`config.mk`:
```
export PLATFORM = sky130hd
export DESIGN_NAME = mcu_fsm_flat
export DESIGN_NICKNAME = d
export VERILOG_FILES = /design/src/rtl/mcu_pkg.sv /design/src/rtl/mcu_fsm_if.sv /design/src/rtl/mcu_out_decode.sv /design/src/rtl/mcu_fsm.sv /design/src/flat_wrapper.sv
export SDC_FILE = /design/constraint.sdc
export NUM_CORES = 1
export LEC_CHECK = 0
export ABC_CLOCK_PERIOD_IN_PS = 2900
export CAP_MARGIN = 25
export CORE_MARGIN = 3
export CORE_UTILIZATION = 40
export CTS_BUF_LIST = sky130_fd_sc_hd__clkbuf_8
export DETAILED_ROUTE_END_ITERATION = 10
export PLACE_DENSITY_LB_ADDON = 0.15
export REMOVE_ABC_BUFFERS = 1
export SLEW_MARGIN = 20
export SYNTH_ARGS = -nofsm -noshare
export SYNTH_HDL_FRONTEND = slang
export SYNTH_SLANG_ARGS = --single-unit
```
`constraint.sdc`:
```
create_clock -name clk -period 2.9 [get_ports clk]
set_clock_uncertainty 0.1 [all_clocks]
set_input_delay 0.87 -clock clk [delete_from_list [all_inputs] [get_ports clk]]
set_output_delay 0.87 -clock clk [all_outputs]
set_load 0.05 [all_outputs]
```
`src/rtl/mcu_pkg.sv`:
```
`default_nettype none
// +----------------------------------------------------------------------+
// | mcu_pkg : opcodes, state encodings and control codes for mcu_fsm     |
// | Revision: 1.0                                                        |
// +----------------------------------------------------------------------+
package mcu_pkg;

    localparam logic [5:0] OP_R    = 6'b000000;
    localparam logic [5:0] OP_LW   = 6'b100011;
    localparam logic [5:0] OP_SW   = 6'b101011;
    localparam logic [5:0] OP_BEQ  = 6'b000100;
    localparam logic [5:0] OP_BNE  = 6'b000101;
    localparam logic [5:0] OP_J    = 6'b000010;
    localparam logic [5:0] OP_ADDI = 6'b001000;

    typedef enum logic [3:0] {
        S_FETCH  = 4'd0,
        S_DECODE = 4'd1,
        S_MEMADR = 4'd2,
        S_MEMRD  = 4'd3,
        S_MEMWB  = 4'd4,
        S_MEMWR  = 4'd5,
        S_EXEC   = 4'd6,
        S_RWB    = 4'd7,
        S_BRANCH = 4'd8,
        S_JUMP   = 4'd9,
        S_ADDIEX = 4'd10,
        S_ADDIWB = 4'd11
    } state_t;

    localparam logic [1:0] ALU_ADD   = 2'b00;
    localparam logic [1:0] ALU_SUB   = 2'b01;
    localparam logic [1:0] ALU_FUNCT = 2'b10;

    localparam logic [1:0] SRCB_B       = 2'b00;
    localparam logic [1:0] SRCB_FOUR    = 2'b01;
    localparam logic [1:0] SRCB_IMM     = 2'b10;
    localparam logic [1:0] SRCB_IMM_SH2 = 2'b11;

    localparam logic [1:0] PC_ALU    = 2'b00;
    localparam logic [1:0] PC_ALUOUT = 2'b01;
    localparam logic [1:0] PC_JUMP   = 2'b10;

    typedef struct packed {
        logic       pcWr;
        logic       pcWrCond;
        logic       branchNe;
        logic       iord;
        logic       memRd;
        logic       memWr;
        logic       irWr;
        logic       memToReg;
        logic [1:0] pcSrc;
        logic [1:0] aluOp;
        logic [1:0] aluSrcB;
        logic       aluSrcA;
        logic       regWr;
        logic       regDst;
        logic       illegalOp;
        logic       instrDone;
    } ctrl_t;

    // Disabled optional opcodes fall through to the illegal path.
    function automatic logic op_legal(input logic [5:0] op, input logic enAddi, input logic enBne);
        case (op)
            OP_R, OP_LW, OP_SW, OP_BEQ, OP_J: op_legal = 1'b1;
            OP_BNE:                           op_legal = enBne;
            OP_ADDI:                          op_legal = enAddi;
            default:                          op_legal = 1'b0;
        endcase
    endfunction

endpackage
`default_nettype wire

```
`src/rtl/mcu_fsm_if.sv`:
```
`default_nettype none
// +----------------------------------------------------------------------+
// | mcu_fsm_if : controller <-> multicycle datapath signal bundle        |
// | Revision: 1.0                                                        |
// +----------------------------------------------------------------------+
interface mcu_fsm_if #(
    parameter int STATE_W = 4
) ();
    logic [5:0]         op_code;
    logic               mem_ready;
    logic               pc_wr;
    logic               pc_wr_cond;
    logic               branch_ne;
    logic               iord;
    logic               mem_rd;
    logic               mem_wr;
    logic               ir_wr;
    logic               mem_to_reg;
    logic [1:0]         pc_src;
    logic [1:0]         alu_op;
    logic [1:0]         alu_src_b;
    logic               alu_src_a;
    logic               reg_wr;
    logic               reg_dst;
    logic               illegal_op;
    logic               instr_done;
    logic [STATE_W-1:0] state;

    modport master (
        input  op_code, mem_ready,
        output pc_wr, pc_wr_cond, branch_ne, iord, mem_rd, mem_wr, ir_wr,
               mem_to_reg, pc_src, alu_op, alu_src_b, alu_src_a, reg_wr,
               reg_dst, illegal_op, instr_done, state
    );

    modport slave (
        output op_code, mem_ready,
        input  pc_wr, pc_wr_cond, branch_ne, iord, mem_rd, mem_wr, ir_wr,
               mem_to_reg, pc_src, alu_op, alu_src_b, alu_src_a, reg_wr,
               reg_dst, illegal_op, instr_done, state
    );
endinterface
`default_nettype wire

```
`src/rtl/mcu_out_decode.sv`:
```
`default_nettype none
// +----------------------------------------------------------------------+
// | mcu_out_decode : state (+mem_ready, opcode legality) -> controls     |
// | Revision: 1.0                                                        |
// +----------------------------------------------------------------------+
module mcu_out_decode
    import mcu_pkg::*;
#(
    parameter int STATE_W = 4
) (
    input  wire logic [STATE_W-1:0] i_state,
    input  wire logic               i_memReady,
    input  wire logic               i_legal,
    input  wire logic               i_isBne,
    output ctrl_t                   o_ctrl
);

    always_comb begin
        o_ctrl = '0;
        case (i_state)
            STATE_W'(S_FETCH): begin
                o_ctrl.memRd   = 1'b1;
                o_ctrl.aluSrcB = SRCB_FOUR;
                o_ctrl.irWr    = i_memReady;
                o_ctrl.pcWr    = i_memReady;
            end
            STATE_W'(S_DECODE): begin
                o_ctrl.aluSrcB   = SRCB_IMM_SH2;
                o_ctrl.illegalOp = ~i_legal;
            end
            STATE_W'(S_MEMADR): begin
                o_ctrl.aluSrcA = 1'b1;
                o_ctrl.aluSrcB = SRCB_IMM;
            end
            STATE_W'(S_MEMRD): begin
                o_ctrl.memRd = 1'b1;
                o_ctrl.iord  = 1'b1;
            end
            STATE_W'(S_MEMWB): begin
                o_ctrl.regWr     = 1'b1;
                o_ctrl.memToReg  = 1'b1;
                o_ctrl.instrDone = 1'b1;
            end
            STATE_W'(S_MEMWR): begin
                // Strobe is held through the wait; retire only on the exit cycle.
                o_ctrl.memWr     = 1'b1;
                o_ctrl.iord      = 1'b1;
                o_ctrl.instrDone = i_memReady;
            end
            STATE_W'(S_EXEC): begin
                o_ctrl.aluSrcA = 1'b1;
                o_ctrl.aluOp   = ALU_FUNCT;
            end
            STATE_W'(S_RWB): begin
                o_ctrl.regWr     = 1'b1;
                o_ctrl.regDst    = 1'b1;
                o_ctrl.instrDone = 1'b1;
            end
            STATE_W'(S_BRANCH): begin
                o_ctrl.aluSrcA   = 1'b1;
                o_ctrl.aluOp     = ALU_SUB;
                o_ctrl.pcSrc     = PC_ALUOUT;
                o_ctrl.pcWrCond  = 1'b1;
                o_ctrl.branchNe  = i_isBne;
                o_ctrl.instrDone = 1'b1;
            end
            STATE_W'(S_JUMP): begin
                o_ctrl.pcWr      = 1'b1;
                o_ctrl.pcSrc     = PC_JUMP;
                o_ctrl.instrDone = 1'b1;
            end
            STATE_W'(S_ADDIEX): begin
                o_ctrl.aluSrcA = 1'b1;
                o_ctrl.aluSrcB = SRCB_IMM;
                o_ctrl.aluOp   = ALU_ADD;
            end
            STATE_W'(S_ADDIWB): begin
                o_ctrl.regWr     = 1'b1;
                o_ctrl.instrDone = 1'b1;
            end
            default: o_ctrl = '0;
        endcase
    end

endmodule
`default_nettype wire

```
`src/rtl/mcu_fsm.sv`:
```
`default_nettype none
// +----------------------------------------------------------------------+
// | mcu_fsm : multicycle MIPS main control unit with its own state reg   |
// | Revision: 1.0                                                        |
// +----------------------------------------------------------------------+
module mcu_fsm
    import mcu_pkg::*;
#(
    parameter int MEM_HANDSHAKE = 1,
    parameter int EN_ADDI       = 1,
    parameter int EN_BNE        = 1,
    parameter int STATE_W       = 4
) (
    input  wire logic  clk,
    input  wire logic  rst,
    mcu_fsm_if.master  bus
);

    logic [STATE_W-1:0] r_state;
    logic               r_isStore;
    logic               r_isBne;
    logic               w_memReady;
    logic               w_legal;
    ctrl_t              w_ctrl;

    assign w_memReady = (MEM_HANDSHAKE != 0) ? bus.mem_ready : 1'b1;
    assign w_legal    = op_legal(bus.op_code, EN_ADDI != 0, EN_BNE != 0);

    // The opcode is only looked at in DECODE; later states use the captured flags.
    always_ff @(posedge clk) begin
        if (rst) begin
            r_state   <= STATE_W'(S_FETCH);
            r_isStore <= 1'b0;
            r_isBne   <= 1'b0;
        end else begin
            case (r_state)
                STATE_W'(S_FETCH): begin
                    if (w_memReady) r_state <= STATE_W'(S_DECODE);
                end
                STATE_W'(S_DECODE): begin
                    r_isStore <= (bus.op_code == OP_SW);
                    r_isBne   <= (bus.op_code == OP_BNE);
                    if (!w_legal) begin
                        r_state <= STATE_W'(S_FETCH);
                    end else begin
                        case (bus.op_code)
                            OP_R:          r_state <= STATE_W'(S_EXEC);
                            OP_LW, OP_SW:  r_state <= STATE_W'(S_MEMADR);
                            OP_BEQ, OP_BNE: r_state <= STATE_W'(S_BRANCH);
                            OP_J:          r_state <= STATE_W'(S_JUMP);
                            OP_ADDI:       r_state <= STATE_W'(S_ADDIEX);
                            default:       r_state <= STATE_W'(S_FETCH);
                        endcase
                    end
                end
                STATE_W'(S_MEMADR): begin
                    r_state <= r_isStore ? STATE_W'(S_MEMWR) : STATE_W'(S_MEMRD);
                end
                STATE_W'(S_MEMRD): begin
                    if (w_memReady) r_state <= STATE_W'(S_MEMWB);
                end
                STATE_W'(S_MEMWR): begin
                    if (w_memReady) r_state <= STATE_W'(S_FETCH);
                end
                STATE_W'(S_EXEC):   r_state <= STATE_W'(S_RWB);
                STATE_W'(S_ADDIEX): r_state <= STATE_W'(S_ADDIWB);
                default:            r_state <= STATE_W'(S_FETCH);
            endcase
        end
    end

    mcu_out_decode #(
        .STATE_W (STATE_W)
    ) u_outDecode (
        .i_state    (r_state),
        .i_memReady (w_memReady),
        .i_legal    (w_legal),
        .i_isBne    (r_isBne),
        .o_ctrl     (w_ctrl)
    );

    assign bus.pc_wr      = w_ctrl.pcWr;
    assign bus.pc_wr_cond = w_ctrl.pcWrCond;
    assign bus.branch_ne  = w_ctrl.branchNe;
    assign bus.iord       = w_ctrl.iord;
    assign bus.mem_rd     = w_ctrl.memRd;
    assign bus.mem_wr     = w_ctrl.memWr;
    assign bus.ir_wr      = w_ctrl.irWr;
    assign bus.mem_to_reg = w_ctrl.memToReg;
    assign bus.pc_src     = w_ctrl.pcSrc;
    assign bus.alu_op     = w_ctrl.aluOp;
    assign bus.alu_src_b  = w_ctrl.aluSrcB;
    assign bus.alu_src_a  = w_ctrl.aluSrcA;
    assign bus.reg_wr     = w_ctrl.regWr;
    assign bus.reg_dst    = w_ctrl.regDst;
    assign bus.illegal_op = w_ctrl.illegalOp;
    assign bus.instr_done = w_ctrl.instrDone;
    assign bus.state      = r_state;

endmodule
`default_nettype wire

```
`src/flat_wrapper.sv`:
```
// flat-port wrapper written by rule: the top's interface ports become plain ports
module mcu_fsm_flat import mcu_pkg::*;
#(
    parameter int MEM_HANDSHAKE = 1,
    parameter int EN_ADDI       = 1,
    parameter int EN_BNE        = 1,
    parameter int STATE_W       = 4
)
  (clk, rst, bus_op_code, bus_mem_ready, bus_pc_wr, bus_pc_wr_cond, bus_branch_ne, bus_iord, bus_mem_rd, bus_mem_wr, bus_ir_wr, bus_mem_to_reg, bus_pc_src, bus_alu_op, bus_alu_src_b, bus_alu_src_a, bus_reg_wr, bus_reg_dst, bus_illegal_op, bus_instr_done, bus_state);
  mcu_fsm_if #(.STATE_W(STATE_W)) bus_i ();
  input  wire logic clk;
  input  wire logic rst;
  input wire logic [$bits(bus_i.op_code)-1:0] bus_op_code;
  input wire logic [$bits(bus_i.mem_ready)-1:0] bus_mem_ready;
  output wire logic [$bits(bus_i.pc_wr)-1:0] bus_pc_wr;
  output wire logic [$bits(bus_i.pc_wr_cond)-1:0] bus_pc_wr_cond;
  output wire logic [$bits(bus_i.branch_ne)-1:0] bus_branch_ne;
  output wire logic [$bits(bus_i.iord)-1:0] bus_iord;
  output wire logic [$bits(bus_i.mem_rd)-1:0] bus_mem_rd;
  output wire logic [$bits(bus_i.mem_wr)-1:0] bus_mem_wr;
  output wire logic [$bits(bus_i.ir_wr)-1:0] bus_ir_wr;
  output wire logic [$bits(bus_i.mem_to_reg)-1:0] bus_mem_to_reg;
  output wire logic [$bits(bus_i.pc_src)-1:0] bus_pc_src;
  output wire logic [$bits(bus_i.alu_op)-1:0] bus_alu_op;
  output wire logic [$bits(bus_i.alu_src_b)-1:0] bus_alu_src_b;
  output wire logic [$bits(bus_i.alu_src_a)-1:0] bus_alu_src_a;
  output wire logic [$bits(bus_i.reg_wr)-1:0] bus_reg_wr;
  output wire logic [$bits(bus_i.reg_dst)-1:0] bus_reg_dst;
  output wire logic [$bits(bus_i.illegal_op)-1:0] bus_illegal_op;
  output wire logic [$bits(bus_i.instr_done)-1:0] bus_instr_done;
  output wire logic [$bits(bus_i.state)-1:0] bus_state;
  assign bus_i.op_code = bus_op_code;
  assign bus_i.mem_ready = bus_mem_ready;
  assign bus_pc_wr = bus_i.pc_wr;
  assign bus_pc_wr_cond = bus_i.pc_wr_cond;
  assign bus_branch_ne = bus_i.branch_ne;
  assign bus_iord = bus_i.iord;
  assign bus_mem_rd = bus_i.mem_rd;
  assign bus_mem_wr = bus_i.mem_wr;
  assign bus_ir_wr = bus_i.ir_wr;
  assign bus_mem_to_reg = bus_i.mem_to_reg;
  assign bus_pc_src = bus_i.pc_src;
  assign bus_alu_op = bus_i.alu_op;
  assign bus_alu_src_b = bus_i.alu_src_b;
  assign bus_alu_src_a = bus_i.alu_src_a;
  assign bus_reg_wr = bus_i.reg_wr;
  assign bus_reg_dst = bus_i.reg_dst;
  assign bus_illegal_op = bus_i.illegal_op;
  assign bus_instr_done = bus_i.instr_done;
  assign bus_state = bus_i.state;
  mcu_fsm #(.MEM_HANDSHAKE(MEM_HANDSHAKE), .EN_ADDI(EN_ADDI), .EN_BNE(EN_BNE), .STATE_W(STATE_W)) u_core (.clk(clk), .rst(rst), .bus(bus_i));
endmodule
```
# [After elaboration in Yosys (flattened, before gate mapping)]
# Cells that the tools add are included.
# W data, S select, Z words.
[totals] regBits=6 inputBits=9 output_inout_bits=23 elab_cells=59
[op_classes] eq_ne=20 mux=23 bitwise=1 n_reduce_logical=12
[op_table] cell="$pmux W4 S7" count=1
[op_table] cell="$pmux W4 S5" count=1
[op_table] cell="$eq A4 B3 Y1 const B" count=4
[op_table] cell="$eq A4 B4 Y1 const B" count=4
[op_table] cell="$mux W4" count=4
[op_table] cell="$eq A6 B3 Y1 const B" count=2
[op_table] cell="$eq A6 B6 Y1 const B" count=2
[op_table] cell="$mux W1" count=10
[op_table] cell="$reduce_or A2 Y1" count=5
[op_table] cell="$eq A4 B2 Y1 const B" count=2
[op_table] cell="$pmux W2 S2" count=2
[op_table] cell="$reduce_or A7 Y1" count=1
[op_table] cell="$eq A6 B2 Y1 const B" count=1
[op_table] cell="$eq A6 B4 Y1 const B" count=1
[op_table] cell="$logic_not A6 Y1" count=1
[op_table] cell="$ne A2 B2 Y1 const B" count=3
[op_table] cell="$pmux W2 S3" count=1
[op_table] cell="$reduce_or A5 Y1" count=1
[op_table] cell="$eq A4 B1 Y1 const B" count=1
[op_table] cell="$logic_not A4 Y1" count=1
[op_table] cell="$pmux W1 S2" count=2
[op_table] cell="$reduce_or A4 Y1" count=1
[op_table] cell="$mux W3" count=1
[op_table] cell="$reduce_and A3 Y1" count=1
[op_table] cell="3 further kinds" count=3

# [Depth between registers and ports, before layout]
[logic_depth] depth_word=5 depth_mapped=6 mapped_depth_nobuf=4

# [Hierarchy]
# A second synthesis with hierarchy kept.
[hier_totals] cells_unflattened=101 hier_area_um2=733.2
[by_module_without_submodules] module="mcu_fsm" instances=1 cells_each=63 area_each_um2=475.5 seq_area_each_um2=120.1
[by_module_without_submodules] module="mcu_out_decode" instances=1 cells_each=38 area_each_um2=257.7 seq_area_each_um2=0.0

# [Worst setup path before layout]
# Ideal clock, no wire load.
[synth_path] kind="register to output" from="register u_core.r_state[0] (netlist: u_core.bus.state[0])" to="output port bus_mem_rd" arrival_ns=2.668 required_ns=1.930 setup_slack_ns=-0.738 stages_incl_launch_ff=4 n_path_buf=1 cell_sequence="dfxtp_1 clkbuf_1 nor2b_1 nor4_1"
[synth_via] elab_chain_cells=3 word_cells_on_any_way=4 cone_classes="eq/ne (1); mux (1); reduce/logical (2)"
[synth_lines] element="start: declaration" line_no="mcu_fsm.sv:19" source="logic [STATE_W-1:0] r_state;"
[synth_lines] element="start signal: assignment" line_no="mcu_fsm.sv:32" source="r_state <= STATE_W'(S_FETCH);"
[synth_lines] element="start signal: assignment" line_no="mcu_fsm.sv:38" source="if (w_memReady) r_state <= STATE_W'(S_DECODE);"
[synth_lines] element="start signal: assignment" line_no="mcu_fsm.sv:44" source="r_state <= STATE_W'(S_FETCH);"
[synth_lines] element="$eq A4 B2 Y1 / $logic_not A4 Y1 (equally long branches)" line_no="mcu_out_decode.sv:20" source="case (i_state)"
[synth_lines] element="$reduce_or A2 Y1 (no line) (*)"
[synth_lines] element="$mux W1 (*)" line_no="mcu_out_decode.sv:20"
[synth_lines] element="end: declaration" line_no="flat_wrapper.sv:19" source="output wire logic [$bits(bus_i.mem_rd)-1:0] bus_mem_rd;"
# Every way passes the cells marked *; elsewhere a longest branch is shown, timed or not.

# [Worst setup path after layout]
[layout_path] from="input port bus_op_code[0]" to="output port bus_illegal_op"
[layout_via] elab_chain_cells=5 word_cells_on_any_way=11 cone_classes="eq/ne (6); mux (2); bitwise (1); reduce/logical (2)"
[layout_lines] element="start: declaration" line_no="flat_wrapper.sv:13" source="input wire logic [$bits(bus_i.op_code)-1:0] bus_op_code;"
[layout_lines] element="$eq A6 B6 Y1 (tied with other cells)" line_no="mcu_pkg.sv:65" source="case (op)"
[layout_lines] element="$reduce_or A7 Y1 (no line) (*)"
[layout_lines] element="$mux W1 (*)" line_no="mcu_pkg.sv:65"
[layout_lines] element="$not A1 Y1 (*)" line_no="mcu_out_decode.sv:29" source="o_ctrl.illegalOp = ~i_legal;"
[layout_lines] element="$mux W1 (*)" line_no="mcu_out_decode.sv:20"
[layout_lines] element="end: declaration" line_no="flat_wrapper.sv:29" source="output wire logic [$bits(bus_i.illegal_op)-1:0] bus_illegal_op;"
# Marks and branches as above.

==> flow_summary.ini <==
[outcome]
status = finished clean

[final_layout]
finalNetCount = 148
final_area_um2 = 1221
final_util = 0.9045
drive_gt1_frac = 0.3942
fillerInstances = 63
area_growth_syn_to_layout_pct = 103.8
antenna_cells = 0

[worst_setup_path]
r2r_slack_ps = 1200
r2r_cells = 5
crit_buf_inv = 2
required_ps = 1930
crit_chain = dlygate4sd2_1, and3_4, a221o_1, nor2_4, buf_12
end_kind = primary output
cp.arrival_ps = 1890
crit_family = buffers and inverters
reg2reg_to = u_core.bus.state[1]
crit_type = input port to primary output
crit_fanout = 3
reg2reg_from = u_core.bus.state[3]
start_kind = input port
critPathSlowestCell = a221o_1
critical_path.max_stage_delay_ps = 330

[timing]
hold_viol = 0
grt_setup_unrepaired = false
finalSetupTns_ps = 0
tightestPinTransition_ps = 489.1
finalCritPeriodShare = 0.9874
report.final.slew_viol_count = 0
fin_crit_ps = 2863
clock.fmax_mhz = 349.2
max_slew_margin = 0.6709
fin_hold_ws_ps = 455.5
setup_viol = 0

[floorplanning]
core-area_um2 = 1350
io_pins = 32
die_w_um = 44.71
die_y_um = 44.71
initial_core_util = 0.4439
num_rows = 13
dieArea_um2 = 1999

[cts]
h-tree-depth = 1
root_buffer = clkbuf_8
cts_buffer_depth = 2
clk_latency_ps = 220
ctsHoldBuffers = 0
cts.sinks = 6
cts.clk_slew.worst_paths_ps = 30
cts_made_buffers = 3
cts_tree = done

[grt]
grt_pass1_wl_mm = 3.470
globalRouteOverflowTotal = 0
busiest_layer = met2
grt.met3_usage = 0.04781
met1_usage = 0.2451
antenna_found_initial = 0
met2_usage = 0.4327
globalRouteTotalUtil = 0.2333
grt_pass1_vias = 805
grt_max_degree = 18

[logic_synthesis]
syn_area_per_cell_um2 = 6.811
yosys_warnings = 0
synth_edf_count = 0
synth_cell_types = 32
synthesis.area_um2 = 599.3
synthTopCellsByCount = nor2_1 (13), nor3_1 (11), nand2_1 (7), dfxtp_1 (6), nand2b_1 (6)
synthArstFlopShare = 0
synth_top_area_share = 0.2004
synth_top_area_cell = dfxtp_1
synth_seq_cells = 6
ys.flop_type = dfxtp_1
syn_inst = 88
ys_seq_area_frac = 0.2004
synth.most_common_cell = nor2_1
netlist_top_cells_area = dfxtp_1 (20%), nor3_1 (9.2%), nor2_1 (8.1%)

[hold_path]
hold_depth = 2
holdPathEnd = u_core.r_isStore
hold_path_startpoint = u_core.r_isStore
min_path_type = flop to flop

[route]
drt_first_pass_iters = 5
avgRoutedWirePerCell_um = 14.73
vias = 896
wl_mm = 2.239
vias_per_cell = 5.895
drt-initial-drc-count = 10
drc = 0
ant_nets = 0

[pwr]
p_leak_uw = 0.0005152
power.density_nw_per_um2 = 293.2
vdd_drop_max_mv = 0.2068
power.total_uw = 358.1

[placement]
hpwl_mm = 1.550
dpl_cell_area_um2 = 1160
place.port_buffers = 31
place_congestion = 0.8556

[run]
maxCapViolations = 0
## metal layers
metal  vias to the layer above  part of all wire
met3                         6             0.074
met2                        59              0.51
li1                        424                 -
met5                         -                 0
met4                         0             0.018
met1                       407              0.39
## registers in the layout, summed over array words and instances, names as in the netlist
signal and count:
u_core.bus.state 4, u_core.r_isBne 1, u_core.r_isStore 1
## worst min-delay path, delay by kind of cell, from the launching register on
kind | cells | cell delay, ps
AO/OA/AOI/OAI | 1 | 80
flip-flops | 1 | 360
AND/OR/NAND/NOR | 1 | 80
## per-stage QoR
step | std cells | setup slack, ps
after detailed placement | 147 | -338.8
after global routing | 152 | 7.218
final | 152 | 36.51
after floorplan | 80 | -1828
after global placement | 147 | -301.8
after CTS | 150 | 1.297
## placed cells by master, fill, tap and decap left out, types with 2 or more instances in the layout
| master | instances |
|---|---|
| nor3_1 | 11 |
| clkbuf_8 | 3 |
| buf_4 | 28 |
| dlygate4sd2_1 | 3 |
| a22o_1 | 2 |
| dfxtp_1 | 6 |
| clkdlybuf4s50_1 | 6 |
| nand2b_1 | 6 |
| buf_12 | 13 |
| a32oi_1 | 2 |
| nor2_1 | 12 |
| nand2_1 | 7 |
| nor2b_1 | 3 |
| a21oi_1 | 5 |
| clkbuf_2 | 4 |
| o2bb2ai_1 | 3 |
| o21ai_0 | 3 |
## kinds of logic after synthesis
family	share of synthesized area
AND/OR/NAND/NOR	0.4656
AO/OA/AOI/OAI	0.2464
buffers and inverters	0.07307
flip-flops	0.2004
XOR/XNOR	0.01462
## how the worst max path moves through the flow
stage                         from             end  slack (ps)  depth (start not counted)
3_3_place_gp        bus_op_code[1]  bus_illegal_op        -300                          6
5_1_grt             bus_op_code[0]  bus_illegal_op           7                          5
2_1_floorplan  u_core.bus.state[3]   bus_branch_ne       -1830                          3
3_5_place_dp        bus_op_code[1]  bus_illegal_op        -340                          6
4_1_cts             bus_op_code[4]  bus_illegal_op           1                          6
6_report            bus_op_code[0]  bus_illegal_op          40                          5
## timing repair
item                       in CTS  in global routing
setup endpoints to repair       3                  1
pin swaps                       5                  2
setup buffers                   0                  2
resized for setup              15                  6
gates cloned                    0                  0
hold endpoints to repair        0                  0
## area by class of cell
cell class | count | area [um2] | area share
clock buffers | 3 | 41.29 | 0.03381
multi-input cells | 74 | 464.2 | 0.3801
flip-flops and latches | 6 | 120.1 | 0.09836
well taps | 15 | 18.77 | 0.01537
repair buffers | 54 | 576.8 | 0.4723
## report_power, final
part | internal, uW | leakage [uW] | switching, uW
combinational | 67.9 | 0.000445 | 81.5
sequential | 84.8 | 0.0000486 | 1.20
clock | 89.0 | 0.0000216 | 33.7
Power figures use the tool's default switching activity.
